$ cat src/rtl/seq_pkg.sv
// Shared definitions for the sequence-detector front end and detectors.
package seq_pkg;

    // Default word width for the serializer feeding the detectors.
    localparam int unsigned SEQ_WORD_W = 8;

    // Serializer control state.
    typedef enum logic [0:0] {
        SER_IDLE,
        SER_SHIFT
    } ser_state_t;

endpackage

$ cat src/rtl/seq_bit_serializer.sv
// Parallel-to-serial front end: takes WIDTH-bit words over valid/ready and
// emits them one bit per bit_en strobe on a registered serial line. A single
// holding register lets the next word load on the same edge the current word
// finishes, so consecutive words stream without an idle bit.
module seq_bit_serializer
    import seq_pkg::*;
#(
    parameter int unsigned WIDTH     = SEQ_WORD_W,
    parameter bit          MSB_FIRST = 1'b1,
    parameter bit          IDLE_BIT  = 1'b0
) (
    input  logic             clk,
    input  logic             reset,
    input  logic             clear_i,
    input  logic             bit_en_i,
    input  logic             s_valid_i,
    output logic             s_ready_o,
    input  logic [WIDTH-1:0] s_data_i,
    output logic             ser_out_o,
    output logic             ser_valid_o,
    output logic             word_first_o,
    output logic             busy_o
);

    localparam int unsigned     CntW    = (WIDTH > 1) ? $clog2(WIDTH) : 1;
    localparam logic [CntW-1:0] CntLast = CntW'(WIDTH - 1);

    ser_state_t state_q, state_d;

    logic             hold_valid_q, hold_valid_d;
    logic [WIDTH-1:0] hold_data_q, hold_data_d;
    logic [WIDTH-1:0] sreg_q, sreg_d;
    logic [CntW-1:0]  cnt_q, cnt_d;
    logic             ser_out_q, ser_out_d;
    logic             ser_valid_q, ser_valid_d;
    logic             word_first_q, word_first_d;

    logic cnt_zero;
    logic accept;
    logic load;
    logic shift;
    logic end_word;
    logic first_bit;

    // Event decode shared by the state and datapath next-state logic.
    always_comb begin
        cnt_zero  = (cnt_q == '0);
        // Ready is the inverse of the holding flag, so accept never needs bit_en.
        accept    = s_valid_i & ~hold_valid_q;
        load      = bit_en_i & hold_valid_q &
                    ((state_q == SER_IDLE) | ((state_q == SER_SHIFT) & cnt_zero));
        shift     = bit_en_i & (state_q == SER_SHIFT) & ~cnt_zero;
        end_word  = bit_en_i & (state_q == SER_SHIFT) & cnt_zero & ~hold_valid_q;
        first_bit = MSB_FIRST ? hold_data_q[WIDTH-1] : hold_data_q[0];
    end

    // State register.
    always_ff @(posedge clk or posedge reset) begin
        if (reset) begin
            state_q <= SER_IDLE;
        end else begin
            state_q <= state_d;
        end
    end

    // Next-state logic; clear wins over every other event.
    always_comb begin
        state_d = state_q;
        if (clear_i) begin
            state_d = SER_IDLE;
        end else if (load) begin
            state_d = SER_SHIFT;
        end else if (end_word) begin
            state_d = SER_IDLE;
        end
    end

    // Datapath next-state: holding register, shifter, counter and serial line.
    always_comb begin
        hold_valid_d = hold_valid_q;
        hold_data_d  = hold_data_q;
        sreg_d       = sreg_q;
        cnt_d        = cnt_q;
        ser_out_d    = ser_out_q;
        ser_valid_d  = ser_valid_q;
        word_first_d = word_first_q;

        if (clear_i) begin
            // Flush both the held word and the word in flight; no accept this edge.
            hold_valid_d = 1'b0;
            sreg_d       = '0;
            cnt_d        = '0;
            ser_out_d    = IDLE_BIT;
            ser_valid_d  = 1'b0;
            word_first_d = 1'b0;
        end else begin
            if (load) begin
                sreg_d       = hold_data_q;
                cnt_d        = CntLast;
                hold_valid_d = 1'b0;
                ser_out_d    = first_bit;
                ser_valid_d  = 1'b1;
                word_first_d = 1'b1;
            end else if (shift) begin
                // The bit currently on the line sits at the output end of sreg.
                if (MSB_FIRST) begin
                    sreg_d    = {sreg_q[WIDTH-2:0], 1'b0};
                    ser_out_d = sreg_q[WIDTH-2];
                end else begin
                    sreg_d    = {1'b0, sreg_q[WIDTH-1:1]};
                    ser_out_d = sreg_q[1];
                end
                cnt_d        = cnt_q - 1'b1;
                word_first_d = 1'b0;
            end else if (end_word) begin
                ser_out_d    = IDLE_BIT;
                ser_valid_d  = 1'b0;
                word_first_d = 1'b0;
            end

            // A same-edge accept refills the slot that a load just emptied.
            if (accept) begin
                hold_data_d  = s_data_i;
                hold_valid_d = 1'b1;
            end
        end
    end

    // Datapath registers.
    always_ff @(posedge clk or posedge reset) begin
        if (reset) begin
            hold_valid_q <= 1'b0;
            hold_data_q  <= '0;
            sreg_q       <= '0;
            cnt_q        <= '0;
            ser_out_q    <= IDLE_BIT;
            ser_valid_q  <= 1'b0;
            word_first_q <= 1'b0;
        end else begin
            hold_valid_q <= hold_valid_d;
            hold_data_q  <= hold_data_d;
            sreg_q       <= sreg_d;
            cnt_q        <= cnt_d;
            ser_out_q    <= ser_out_d;
            ser_valid_q  <= ser_valid_d;
            word_first_q <= word_first_d;
        end
    end

    // Outputs: serial side straight from flops, handshake/busy from flops.
    always_comb begin
        s_ready_o    = ~hold_valid_q;
        busy_o       = (state_q == SER_SHIFT) | hold_valid_q;
        ser_out_o    = ser_out_q;
        ser_valid_o  = ser_valid_q;
        word_first_o = word_first_q;
    end

endmodule

$ cat config.mk
export PLATFORM = sky130hd
export DESIGN_NAME = seq_bit_serializer
export DESIGN_NICKNAME = d
export VERILOG_FILES = /design/src/rtl/seq_pkg.sv /design/src/rtl/seq_bit_serializer.sv
export SDC_FILE = /design/constraint.sdc
export NUM_CORES = 1
export LEC_CHECK = 0
export ABC_AREA = 1
export CAP_MARGIN = 20
export CORE_MARGIN = 2
export CORE_UTILIZATION = 53
export DETAILED_ROUTE_END_ITERATION = 10
export PLACE_DENSITY = 0.8
export SLEW_MARGIN = 20
export SYNTH_ARGS = -nofsm -noshare
export SYNTH_HDL_FRONTEND = slang
export SYNTH_SLANG_ARGS = --single-unit
$ cat constraint.sdc
create_clock -name clk -period 1.75 [get_ports clk]
set_clock_uncertainty 0.2 [all_clocks]
set_input_delay 0.35 -clock clk [delete_from_list [all_inputs] [get_ports clk]]
set_output_delay 0.35 -clock clk [all_outputs]
set_load 0.05 [all_outputs]
Yosys cells after proc, flatten, opt, wreduce, memory -nomap -nowiden
Cells that the tools add are included.
{"block": "op_classes", "n_bitwise": 14, "n_eq_ne": 1, "reduce_logical": 7, "n_addsub": 1, "mux": 21}
{"operator": "$mux W7", "n": 3}
{"operator": "$mux W1", "n": 15}
{"operator": "$mux W3", "n": 3}
{"operator": "$reduce_bool A3 Y1", "n": 3}
{"operator": "$and A1 B1 Y1", "n": 8}
{"operator": "$not A1 Y1", "n": 4}
{"operator": "$reduce_and A2 Y1", "n": 2}
{"operator": "$reduce_bool A4 Y1", "n": 1}
{"operator": "$logic_not A3 Y1", "n": 1}
{"operator": "$ne A3 B3 Y1 const B", "n": 1}
{"operator": "$sub A3 B1 Y3 const B", "n": 1}
{"operator": "$or A1 B1 Y1", "n": 2}
{"block": "word_totals", "inputBits": 13, "register_bits": 23, "word_cells": 52, "output_inout_bits": 5}

Longest topological paths before layout
Gate-level depths: netlist of the first run.
{"block": "depth", "ltp_word": 7, "depth_mapped": 10, "depth_no_buf": 10}

Worst setup path after synthesis of the first run
No wires, ideal clock.
{"block": "synth_path", "kind": "register to register", "start": "register hold_valid_q", "end": "register hold_data_q[0]", "path_buffers": 0, "arrival_ps": 1324, "path_stages_with_launch": 4, "t_required_ps": 1425, "setup_ps": 125, "synth_period_minus_slack_ps": 1648, "path_slack_ps": 102, "path_cell_list": "dfrtp_1 -> inv_1 -> nand3_2 -> mux2_2"}
{"block": "synth_via", "elab_chain_cells": 3}
{"item": "start, declared", "line_no": "seq_bit_serializer.sv:30", "rtl": "logic hold_valid_q, hold_valid_d;"}
{"item": "start signal, assigned", "line_no": "seq_bit_serializer.sv:140", "rtl": "hold_valid_q <= hold_valid_d;"}
{"item": "$not A1 Y1"}
{"item": "net s_ready_o", "line_no": "seq_bit_serializer.sv:17", "rtl": "output logic s_ready_o,"}
{"item": "$and A1 B1 Y1", "line_no": "seq_bit_serializer.sv:49", "rtl": "accept = s_valid_i & ~hold_valid_q;"}
{"item": "$reduce_and A2 Y1 (no source line)"}
{"item": "end signal, assigned", "line_no": "seq_bit_serializer.sv:141", "rtl": "hold_data_q <= hold_data_d;"}
{"item": "end, declared", "line_no": "seq_bit_serializer.sv:31", "rtl": "logic [WIDTH-1:0] hold_data_q, hold_data_d;"}
The timed path passes the listed nets, and every way through them passes these cells.
A chain may end at the register's enable or synchronous reset.

Worst setup path in the final report of the first run
{"block": "layout_path", "start": "register hold_valid_q", "end": "output port busy_o"}
{"block": "layout_via", "elab_chain_cells": 1}
{"item": "$or A1 B1 Y1", "line_no": "seq_bit_serializer.sv:153", "rtl": "busy_o = (state_q == SER_SHIFT) | hold_valid_q;"}
{"item": "end, declared", "line_no": "seq_bit_serializer.sv:22", "rtl": "output logic busy_o"}
Every way passes these cells.

==> results by group, run 1 <==
Place
  • Placed cells: 186
  • Placed cell area: 1490 um^2
  • RePlAce Congestion: 0.7397
  • Port bufs: 17
  • Post-DP HPWL: 1.707 mm

CTS
  • H-Tree Depth: 1
  • Clock Tree Root: clkbuf_4
  • Cts hold-fix bufs: 0
  • Reg clk slew, reported paths: 120 ps
  • Clock tree sinks: 23
  • CTS tree: done
  • Num CTS Buffers: 3
  • Clk buf depth: 2
  • Clk Latency, worst-skew pair: 300 ps

Timing
  • Max Fclk: 0.5984 GHz
  • Final hold slack: 189.5 ps
  • Slew Limit Fails: 0
  • Hold Fails Final Rpt: 0
  • RSZ-0062 raised after global routing: no
  • Final min period: 1671 ps
  • Final critical-path share of the clock period: 95.49%
  • Setup violators final: 0
  • Relative slew slack: 80.95%
  • Measured slew at the worst slew-check pin: 285.8 ps

Synth
  • Register area share after synthesis: 46.46%
  • YS warnings: 0
  • Cell Area, Synth: 1239 um^2
  • Synthesized Nets: 153
  • Netlist cell types: 23
  • Ranking of synthesized cells by area: dfrtp_1 46%, nand2_1 11%, mux2_2 7.3%
  • Synth Instances: 138
  • Register bit count reported by yosys: 23
  • Average size of a mapped cell: 8.976 um^2
  • Top-area cell type share of the netlist area: 46.46%
  • Largest area contributor in the netlist: dfrtp_1

Layout
  • Most common cell after layout, fill and taps aside: nand2_1
  • Design area: 1572 um^2
  • Layout cell share with drive strength beyond 1: 24.85%
  • # nets final: 181
  • Area growth, synth to finish: 26.87%
  • Ant. Diodes: 0
  • Most frequent cells in the layout: 35 x nand2_1, 22 x dfrtp_1, 19 x inv_1
  • Final std cells w/o fill: 193
  • Final Util: 71.04%

Floorplan
  • Row count: 17
  • Boundary Pins: 18
  • Full die area: 2740 um^2
  • Core ar.: 2212 um^2
  • Die extent in x: 52.35 um
  • Chip height: 52.35 um
  • Starting Density: 56.00%

Global routing
  • Initial antenna violation count: 0
  • Overflow after GRT: 0
  • Largest net degree at the start of global routing: 24
  • Number of global-route vias before repair: 949
  • GRT Util Overall: 20.21%
  • First-pass GRT wire length: 4.119 mm

Detailed routing
  • Vias: 996
  • DRC Markers: 0
  • Starting DRT DRC Count: 24
  • ANT nets after route: 0
  • Wirelength per Cell: 11.82 um
  • Via-per-instance ratio: 5.161
  • TritonRoute pass-1 iters: 4
  • Drt total wl: 2.282 mm

Setup path
  • Data required time of the worst path: 1200 ps
  • Crit end category: output port
  • CP arrival: 1120 ps
  • WS Path Type: flop to output port
  • Crit Path Max Fanout: 3
  • Startpoint Class: flop

Power and ir drop
  • Internal Power: 901.4 uW
  • Power Total: 1333 uW
  • Sequential Power Share: 49.6%
  • Pleak: 0.0008134 uW
  • Sw Pwr: 431.2 uW
  • Clock power share: 18.1%
  • VDD IR-drop max: 0.7975 mV
  • Comb power frac: 32.3%
  • Pwr/cell area: 847.9 nW/um^2
  • Net Sw Frac: 32.36%

Run
  • Max Cap Viol: 0

Hold path
  • Worst min path class: primary input to async pin

Outcome
  • Status: completed
final timing paths:
path	startpoint	to	slack, ps	depth (start not counted)
hold reg to reg	sreg_q[6]	sreg_q[6]	300	2
hold / removal	reset	hold_data_q[2]	190	3
min in group clk	sreg_q[6]	sreg_q[6]	300	2
max in group asynchronous	reset	state_q	920	3
setup reg to reg	cnt_q[1]	ser_valid_o	150	9
setup / recovery	hold_valid_q	busy_o	80	2
flip-flops by register name (all words and copies together) (netlist names):
signal	count
hold_valid_q	1
cnt_q	3
word_first_o	1
ser_valid_o	1
state_q	1
hold_data_q	8
sreg_q	7
ser_out_o	1
cell usage after synthesis:
cell	number
nand2_1	35
dfrtp_1	23
inv_1	20
nand3_1	13
nand4_1	12
mux2_2	8
nand3_2	4
inv_2	3
nand2_4	3
o21ai_0	3
ha_1	2
a21oi_1	1
a31oi_1	1
buf_8	1
clkbuf_4	1
clkbuf_8	1
clkinv_1	1
nand2_2	1
nand2_8	1
nor2_1	1
nor3_1	1
or2_2	1
xnor2_1	1
kinds of logic after synthesis:
| group | Yosys count | synth area share, % |
|---|---|---|
| xor+xnor | 1 | 0.7072 |
| fa+ha+maj | 2 | 2.020 |
| simple gates | 72 | 31.21 |
| flops | 23 | 46.46 |
| mux | 8 | 7.273 |
| compound gates | 5 | 2.121 |
| buf+inv | 27 | 10.20 |
stage by stage:
stage | TNS (ps) | setup slack (ps)
2_1_floorplan | 0 | 101.6
3_3_place_gp | -753.0 | -90.70
3_5_place_dp | -1152 | -135.1
4_1_cts | 0 | 2.039
5_1_grt | 0 | 8.363
6_report | 0 | 78.89
power by group through the flow:
stage	logic, uW	clock network [uW]	registers, uW
6_report	431	241	661
5_1_grt	480	267	670
4_1_cts	413	248	660
3_5_place_dp	397	0	674
3_3_place_gp	385	0	670
2_1_floorplan	264	0	677
what timing repair did:
action                     4_1_cts  5_1_grt
buffers inserted                 2        1
setup endpoints to repair        2       14
resized for setup                2        6
worst max-delay path, cell delays in order, from the launching register on:
cell	delay, ps
dfrtp_1	420
or2_4	260
buf_8	150
layout make-up:
cell class                      instances  area [um^2]
Multi-Input combinational cell         88        560.5
Fill cell                             174        640.6
Tap cell                               28        35.03
Clock buffer                            4        26.28
Timing Repair Buffer                   26        282.8
Sequential cell                        23        576.8
Inverter                               24        90.09
metal layers:
layer / up-vias / part of all wire (%) / global-route usage, %
met5: - / 0 / 0
met4: 0 / 0.74 / 6.410
met3: 2 / 4.1 / 3.429
met2: 22 / 48 / 31.25
met1: 475 / 47 / 28.86
li1: 497 / - / -
Power figures use the tool's default switching activity.
==> inputs of run 2 (changes only) <==
Settings changed: CORE_UTILIZATION 53 to 57, PLACE_DENSITY 0.8 to 0.85.
Clock period 1.75 ns to 2.08 ns, I/O delays scaled along.
==> results by group, run 2 (synthesis results as in run 1) <==
Global routing
  • First-pass GRT wire length: 4.126 mm (+0.17%)
  • Overflow after GRT: 0 (unchanged)
  • Largest net degree at the start of global routing: 24 (unchanged)
  • Initial antenna violation count: 0 (unchanged)
  • Number of global-route vias before repair: 944 (-0.53%)
  • GRT Util Overall: 21.25% (+1.0 points)

CTS
  • Num CTS Buffers: 3 (unchanged)
  • Clock Tree Root: clkbuf_4
  • CTS resizes: 0 (-2)
  • Setup bufs post-CTS: 0 (-2)
  • Reg clk slew, reported paths: 130 ps (about the same)
  • H-Tree Depth: 1 (unchanged)
  • Clock tree sinks: 23 (unchanged)
  • CTS tree: done
  • Clk Latency, worst-skew pair: 300 ps (about the same)
  • Clk buf depth: 2 (unchanged)
  • Cts hold-fix bufs: 0 (unchanged)

Floorplan
  • Starting Density: 61.88% (+5.9 points)
  • Row count: 16 (-1)
  • Core ar.: 2002 um^2 (-9.5%)
  • Chip height: 50.62 um (-3.3%)
  • Boundary Pins: 18 (unchanged)
  • Die extent in x: 50.62 um (-3.3%)
  • Full die area: 2562 um^2 (-6.5%)

Layout
  • Reg area: 575.6 um^2 (-0.22%)
  • Area growth, synth to finish: 17.07%
  • Layout cell share with drive strength beyond 1: 20.63% (-4.2 points)
  • Final std cells w/o fill: 187 (-3.1%)
  • Design area: 1450 um^2 (-7.7%)
  • Most frequent cells in the layout: 35 x nand2_1, 23 x dfrtp_1, 20 x inv_1
  • Area of the multi-input gates: 536.8 um^2 (-4.2%)
  • Most common cell after layout, fill and taps aside: nand2_1
  • Ant. Diodes: 0 (unchanged)
  • Fill count: 167 (-4.0%)
  • Top Registers: hold_data_q: 8 flops, sreg_q: 7 flops, cnt_q: 3 flops
  • Largest Register: hold_data_q
  • Max reg flops: 8 (unchanged)
  • # nets final: 176 (-2.8%)

Setup path
  • Reg2reg setup slack: 340 ps (+190 ps)
  • Startpoint Class: flop
  • RR Endpoint: sreg_q[6]
  • Crit Reg-Reg Startpoint: cnt_q[0]
  • Delay of the slowest critical-path stage: 480 ps (+60 ps)
  • WS Path Type: flop to output port
  • Crit path capture: busy_o
  • CP arrival: 1280 ps (+160 ps)
  • Crit path from: state_q
  • Slowest CP cell: dfrtp_1
  • Crit end category: output port
  • Data required time of the worst path: 1460 ps (+260 ps)
  • Crit Path Max Fanout: 5 (+2)
  • Worst r2r path cells: 9 (unchanged)
  • CP cell instances: or2_2 -> buf_4

Timing
  • Relative slew slack: 80.50% (-0.44 points)
  • Slew Limit Fails: 0 (unchanged)
  • Post-route setup TNS: 0 ps (unchanged)
  • Final critical-path share of the clock period: 91.00%
  • Setup violators final: 0 (unchanged)
  • Final min period: 1893 ps
  • Max Fclk: 0.5283 GHz
  • Hold Fails Final Rpt: 0 (unchanged)
  • Measured slew at the worst slew-check pin: 292.5 ps (+6.644 ps)
  • RSZ-0062 raised after global routing: no

Detailed routing
  • Wirelength per Cell: 12.55 um (+6.1%)
  • ANT nets after route: 0 (unchanged)
  • TritonRoute pass-1 iters: 4 (unchanged)
  • Starting DRT DRC Count: 27 (+13%)
  • Drt total wl: 2.347 mm (+2.8%)
  • Vias: 995 (-0.10%)
  • Via-per-instance ratio: 5.321 (+3.1%)
  • DRC Markers: 0 (unchanged)

Hold path
  • Worst min path class: primary input to async pin

Power and ir drop
  • Pleak: 0.0007726 uW (-5.0%)
  • Pwr/cell area: 740.0 nW/um^2 (-13%)
  • VDD IR-drop max: 0.4599 mV (-42%)

Place
  • RePlAce Congestion: 0.7862 (+6.3%)
  • Port bufs: 17 (unchanged)
  • Post-DP HPWL: 1.765 mm (+3.4%)
  • Placed cells: 183 (-1.6%)
  • Placed cell area: 1424 um^2 (-4.4%)

Outcome
  • Status: completed

Run
  • Max Cap Viol: 0 (unchanged)
-- run 2: cell count changes in the layout (fill, tap and decap cells not counted), sizes merged --
cell / delta
buf: -5
-- run 2: through the flow --
step / setup slack (ps) / hold slack, ps / util (%) / power [uW]
after floorplan: 431.6 / 217.9 / - / 792.1
after global placement: 173.8 / 259.4 / 71.13 / 863.1
after detailed placement: 148.5 / 260.5 / 71.13 / 880.8
after CTS: 181.2 / 236.2 / 72.44 / 1083
after global routing: 145.1 / 290.1 / 72.44 / 1140
final: 187.1 / 235.8 / 72.44 / 1073
-- run 2: critical path: cells and delay by family (launching register included) --
family	cells	cell delay (ps)
simple gates	1	300
buf+inv	1	190
flops	1	480
-- run 2: cell type report --
cell class / instances / share of cell area [%]
Sequential cell: 23 / 39.69
Multi-Input combinational cell: 88 / 37.01
Timing Repair Buffer: 21 / 12.94
Tap cell: 27 / 2.330
Clock buffer: 4 / 1.812
Inverter: 24 / 6.212
-- run 2: worst min path at each step --
stage / start / to / slack [ps] / cells after the start
2_1_floorplan: reset / cnt_q[0] / 220 / 1
3_3_place_gp: ser_valid_o / ser_valid_o / 260 / 2
3_5_place_dp: ser_valid_o / ser_valid_o / 260 / 2
4_1_cts: reset / ser_valid_o / 240 / 3
5_1_grt: reset / state_q / 290 / 3
6_report: reset / state_q / 240 / 3
-- run 2: per-layer routing --
metal | up-vias | track usage (%) | share of wire [%] | routed length (um)
li1 | 491 | - | - | -
met5 | - | 0 | 0 | 0
met2 | 28 | 33.99 | 49 | 1158
met4 | 0 | 8.108 | 1.2 | 28
met3 | 4 | 3.571 | 3.7 | 87
met1 | 472 | 28.88 | 46 | 1073
-- run 2: power by group --
group	switching [uW]	internal (uW)
clock network	128	74.7
logic	187	128
registers	40.7	516
total	355	718
